===== src/rtl/timestamp_unit.sv =====
// Free-running timestamp counter in units of UNIT_PS with drift-free fractional
// accumulation, wrap pulse, and per-channel rising-edge timestamp capture.
module timestamp_unit #(
    parameter int CLK_PERIOD_PS = 10000,
    parameter int UNIT_PS       = 1000,
    parameter int TS_W          = 32,
    parameter int NUM_CH        = 4
) (
    input  logic                     clk,
    input  logic                     rst_n,
    input  logic                     en_i,
    input  logic                     clr_i,
    input  logic [NUM_CH-1:0]        ev_i,
    input  logic [NUM_CH-1:0]        ack_i,
    output logic [TS_W-1:0]          time_o,
    output logic                     wrap_o,
    output logic [NUM_CH*TS_W-1:0]   ts_o,
    output logic [NUM_CH-1:0]        valid_o,
    output logic [NUM_CH-1:0]        overrun_o
);

    localparam int INC   = CLK_PERIOD_PS / UNIT_PS;
    localparam int FRAC  = CLK_PERIOD_PS % UNIT_PS;
    localparam int RES_W = $clog2(UNIT_PS) + 1;

    localparam logic [RES_W:0] FRAC_V = (RES_W+1)'(FRAC);
    localparam logic [RES_W:0] UNIT_V = (RES_W+1)'(UNIT_PS);
    localparam logic [TS_W:0]  INC_V  = (TS_W+1)'(INC);

    logic [RES_W-1:0]  res;
    logic [RES_W:0]    res_sum;
    logic [RES_W-1:0]  res_nxt;
    logic              carry;
    logic [TS_W:0]     time_sum;
    logic [NUM_CH-1:0] ev_q;
    logic [NUM_CH-1:0] rise;
    logic              armed;

    // The residue carries the sub-unit remainder so long runs never drift.
    always_comb begin
        res_sum  = {1'b0, res} + FRAC_V;
        carry    = (res_sum >= UNIT_V);
        res_nxt  = carry ? RES_W'(res_sum - UNIT_V) : RES_W'(res_sum);
        time_sum = {1'b0, time_o} + INC_V + {{TS_W{1'b0}}, carry};
    end

    always_ff @(posedge clk) begin
        if (!rst_n) begin
            time_o <= '0;
            res    <= '0;
            wrap_o <= 1'b0;
        end else if (clr_i) begin
            time_o <= '0;
            res    <= '0;
            wrap_o <= 1'b0;
        end else if (en_i) begin
            time_o <= time_sum[TS_W-1:0];
            res    <= res_nxt;
            wrap_o <= time_sum[TS_W];
        end else begin
            wrap_o <= 1'b0;
        end
    end

    // armed stays low for the first cycle after reset so that a level already
    // high at release is loaded into ev_q instead of being seen as a rise.
    always_comb begin
        rise = armed ? (ev_i & ~ev_q) : '0;
    end

    // Handshake: valid_o[c] rises with a capture and stays high until the edge
    // that samples ack_i[c] high; a rise at that same edge re-captures and keeps
    // valid_o[c] set. A rise while valid and unacknowledged is lost (overrun).
    always_ff @(posedge clk) begin
        if (!rst_n) begin
            ts_o      <= '0;
            valid_o   <= '0;
            overrun_o <= '0;
            ev_q      <= '0;
            armed     <= 1'b0;
        end else begin
            ev_q  <= ev_i;
            armed <= 1'b1;
            for (int c = 0; c < NUM_CH; c++) begin
                if (rise[c]) begin
                    if (!valid_o[c] || ack_i[c]) begin
                        ts_o[c*TS_W +: TS_W] <= time_o;
                        valid_o[c]           <= 1'b1;
                    end else begin
                        overrun_o[c] <= 1'b1;
                    end
                end else if (ack_i[c]) begin
                    valid_o[c] <= 1'b0;
                end
            end
        end
    end

endmodule


===== config.mk =====
export PLATFORM = sky130hd
export DESIGN_NAME = timestamp_unit
export DESIGN_NICKNAME = d
export VERILOG_FILES = /design/src/rtl/timestamp_unit.sv
export SDC_FILE = /design/constraint.sdc
export NUM_CORES = 1
export LEC_CHECK = 0
export BUFFER_PORTS_ARGS = -buffer_cell sky130_fd_sc_hd__buf_2
export CAP_MARGIN = 10
export CORE_MARGIN = 1
export CORE_UTILIZATION = 57
export DETAILED_ROUTE_END_ITERATION = 16
export HOLD_SLACK_MARGIN = 0.12
export PLACE_DENSITY = 0.85
export SYNTH_ARGS = -nofsm -noshare
export SYNTH_HDL_FRONTEND = slang
export SYNTH_SLANG_ARGS = --single-unit

===== constraint.sdc =====
create_clock -name clk -period 3.55 [get_ports clk]
set_input_delay 0.355 -clock clk [delete_from_list [all_inputs] [get_ports clk]]
set_output_delay 0.355 -clock clk [all_outputs]
set_load 0.02 [all_outputs]

==> results.txt <==
The floorplan die width was 114 µm. Global routing consumed, on the met1 layer, 37.0% of the routing resources. The die covers 0.0131 mm².

In the final timing run, aggregate negative setup slack is 0 ns. The synthesized design contains 182 register bits. After clock tree synthesis, the clock-pin slew on the worst setup and hold paths is 0.06 ns. The post-detailed-route count of antenna-violating nets was 0. The worst slack at placement was 0.915 ns.

The run gives 1004 as the final-stage net count. The clock group share of total power is 43.4%, and the async set or reset register ratio after synthesis is 0%. Combinational cell fraction of total power: 4.0%. The worst setup path is captured at a register. The run gives 3.07 mW as the cell-internal power. In this run, post-CTS repair resized a total of 0 instances. The tools report the element type at the critical path start as a register.

Averaged over all synthesized cells, the footprint is 8.49 µm². For this run, the number of Yosys warnings is 0. The proportion of netlist area held by the largest area contributor is 50.6%, and the post-CTS setup-driven buffer insertion count is 0. The clock period minus final worst setup slack works out to 2.75 ns.

Dividing the final minimum period by the clock period gives 77.3%. In this run the core area contains 40 standard-cell rows. Synthesis instantiated 39 different standard cells from the library. The y dimension of the die came out at 114 µm. The initial utilization of the core area, before any placement, comes to 59.2%. In the synthesized netlist the dominant register cell turns out to be sky130_fd_sc_hd__dfxtp_1.

VDD sags by at most 0.338 mV. The logs give 0 for the hold violation count in the final report and 47.2% for the worst slew margin relative to its limit. The tools report the number of hold-repair buffers added at the cts stage as 0. After legalization and detailed placement, the total HPWL measured 11900 µm. In the global route stage, overall resource usage came out at 28.9%.

For the worst-skew pair, the clock arrives at the later sink with an insertion delay of 0.42 ns. Ranked by instance count, the synthesized netlist is headed by sky130_fd_sc_hd__nand2_1 (273), sky130_fd_sc_hd__dfxtp_1 (182), sky130_fd_sc_hd__a21boi_0 (132). 0 antenna diodes ended up in the layout. Setup repair after global routing left no endpoint under its margin. After detailed routing, the average wire length per cell comes to 15.6 µm. For met2 alone, demand over resource in global routing was 46.3%. The logs give 0.846 mW for the total net switching power and 0.791 for the final weighted congestion of routability-driven global placement.

The setup clock skew after layout is 0.00605 ns. The fraction of power spent switching nets came out at 21.6%. Setup slack on the critical path of the routed design comes to 0.805 ns. The share of final-layout standard cells stronger than drive strength 1 came out at 22.0%.

The classification of the worst setup path was reg2reg. The layer flagged by global routing as most heavily used is met2. The mapped netlist covers 0.00720 mm². TritonCTS built the clock tree. The tools report the final-report setup violation count as 0. The first global-routing pass estimated 29300 µm of wire. The routed via count divided by cell count was 5.43; the area growth from synthesis to final layout was 19.9%. The via count of the first global-routing pass was 5824; the number of buffer cells added on primary ports was 180.

The maximum level of the CTS H-tree is 4, and the remaining design rule violation count is 0. The number of max-slew violations in the final report was 0. The analysis attributes to cell leakage a power of 3.46 nW.

The logs give 0.0122 mm² for the area of the core and 364 MHz for the fmax. CTS placed an instance of sky130_fd_sc_hd__clkbuf_16 at the clock tree root. For the worst setup path, the data arrival time is 3.10 ns. Summing the sequential cell areas from Yosys gives 50.6% of the chip area. The number of sinks handled by clock tree synthesis is 182. The number of nets in the synthesized netlist is 864. The run gives 4 as the first-pass detailed-route iteration total. Of all nets on the critical path, the largest fanout is 9. For the pin with the worst max-slew slack, the measured transition is 0.791 ns.

Summed over all layers, the global routing overflow is 0. Detailed routing inserted a total of 6335 vias. Across the run, the number of max-cap violations was 0. At the worst endpoint, the required time is 3.91 ns. The run finished with clean final reports. The tools report the number of DRC markers after the initial detailed-route iteration as 537.

Sorting the synthesized cells by area gives the leading types as sky130_fd_sc_hd__dfxtp_1 (51%), sky130_fd_sc_hd__nand2_1 (14%), sky130_fd_sc_hd__a21boi_0 (14%). Entering global routing, the biggest net connects 93 pins. The longest clock path from root to sink contains 2 buffers.

The total power per unit cell area is 453 mW/mm², and the cell count after synthesis is 848. The number of flops mapped to enable cells by yosys came out at 0. Among all cell types in the netlist, the one instantiated most often is sky130_fd_sc_hd__nand2_1.

The tools report the count of boundary I/O pins as 181. The met3 layer usage reported by global route came out at 8.15%. The class of the worst hold path was in2reg. The share of total power dissipated in sequential elements is 52.7%.

In this run, CTS created clock tree buffers numbering 17. The final routed wirelength across all metal layers was 18200 µm. sky130_fd_sc_hd__dfxtp_1 takes more of the synthesized area than any other cell. The tools report the initial antenna violation count as 0.
metrics by stage:
step	area, µm²	power, mW	instances	hold slack [ns]	util [%]
6_report	8630	3.91	1166	0.160	71.0
5_1_grt	8630	4.03	1166	0.149	71.0
4_1_cts	8630	3.93	1166	0.138	71.0
3_5_place_dp	8120	2.26	1137	0.449	66.8
3_3_place_gp	8120	2.26	1137	0.444	66.8
2_1_floorplan	7200	2.21	848	0.383	-
flip-flops by register name, indices dropped and copies added (netlist names):
signal / cells
ts_o: 128
armed: 1
ev_q: 4
wrap_o: 1
time_o: 32
overrun_o: 4
valid_o: 4
res: 8
cell usage in the layout, fill, tap and decap left out, types with 4 or more instances in the layout:
cell / synthesis / final
sky130_fd_sc_hd__a21boi_0: 132 / 132
sky130_fd_sc_hd__a21oi_1: 17 / 17
sky130_fd_sc_hd__and2_1: 6 / 6
sky130_fd_sc_hd__and4_1: 7 / 7
sky130_fd_sc_hd__buf_2: 12 / 179
sky130_fd_sc_hd__buf_4: 3 / 12
sky130_fd_sc_hd__clkbuf_1: 53 / 6
sky130_fd_sc_hd__clkbuf_16: 0 / 17
sky130_fd_sc_hd__dfxtp_1: 182 / 182
sky130_fd_sc_hd__ha_1: 4 / 4
sky130_fd_sc_hd__inv_1: 6 / 6
sky130_fd_sc_hd__nand2_1: 273 / 273
sky130_fd_sc_hd__nand2b_1: 10 / 10
sky130_fd_sc_hd__nand3_1: 6 / 6
sky130_fd_sc_hd__nand3b_1: 4 / 4
sky130_fd_sc_hd__nand4_1: 4 / 4
sky130_fd_sc_hd__nor2_1: 25 / 25
sky130_fd_sc_hd__nor2b_1: 10 / 6
sky130_fd_sc_hd__nor2b_2: 0 / 4
sky130_fd_sc_hd__o2111ai_1: 5 / 5
sky130_fd_sc_hd__o211ai_1: 11 / 11
sky130_fd_sc_hd__o21a_1: 7 / 7
sky130_fd_sc_hd__o21ai_0: 12 / 12
sky130_fd_sc_hd__o31ai_1: 8 / 8
sky130_fd_sc_hd__or3_1: 8 / 8
sky130_fd_sc_hd__or4_1: 11 / 11
sky130_fd_sc_hd__xnor2_1: 4 / 4
sky130_fd_sc_hd__xor2_1: 9 / 9
worst max-delay path, cell delays in order (launching register included):
cell and delay [ns]:
sky130_fd_sc_hd__dfxtp_1 0.39, sky130_fd_sc_hd__inv_1 0.07, sky130_fd_sc_hd__ha_1 0.22, sky130_fd_sc_hd__nor2b_1 0.16, sky130_fd_sc_hd__o21bai_1 0.14, sky130_fd_sc_hd__ha_1 0.18
sky130_fd_sc_hd__inv_1 0.05, sky130_fd_sc_hd__ha_1 0.19, sky130_fd_sc_hd__nor2b_1 0.11, sky130_fd_sc_hd__buf_4 0.16, sky130_fd_sc_hd__o211ai_1 0.26, sky130_fd_sc_hd__or4_1 0.60
sky130_fd_sc_hd__a21oi_1 0.15
worst paths after layout:
kind,start,to,slack [ns],cells after the start
worst max register to register,res[3],time_o[30],0.80,12
worst max-delay path,res[3],time_o[30],0.80,12
worst min-delay path,ev_i[1],ev_q[1],0.16,2
worst min register to register,ts_o[17],ts_o[17],0.46,2
layer usage:
layer  wire [µm]  up-vias
met2        8470      226
li1            -     3096
met4         357        0
met1        7890     2977
met3        1430       36
met5           0        -
layout make-up:
class | instances | area [µm²]
Fill cell | 986 | 3530
Clock buffer | 24 | 462
Inverter | 6 | 22.5
Timing Repair Buffer | 191 | 986
Multi-Input combinational cell | 590 | 3260
Tap cell | 168 | 210
Clock inverter | 5 | 52.6
Sequential cell | 182 | 3640
cells by family after synthesis:
kind of cell / Yosys count / synth area share, %
simple gates: 371 / 22.5
compound gates: 200 / 20.0
flops: 182 / 50.6
buf+inv: 76 / 4.34
xor+xnor: 13 / 1.58
fa+ha+maj: 4 / 0.695
mux: 2 / 0.278
power by group through the flow:
stage	combinational (mW)	sequential (mW)	clock [mW]
2_1_floorplan	0.101	2.11	0
3_3_place_gp	0.153	2.11	0
3_5_place_dp	0.153	2.11	0
4_1_cts	0.154	2.06	1.71
5_1_grt	0.167	2.06	1.80
6_report	0.155	2.06	1.70
Note: power is estimated with default switching activity, not from simulation.
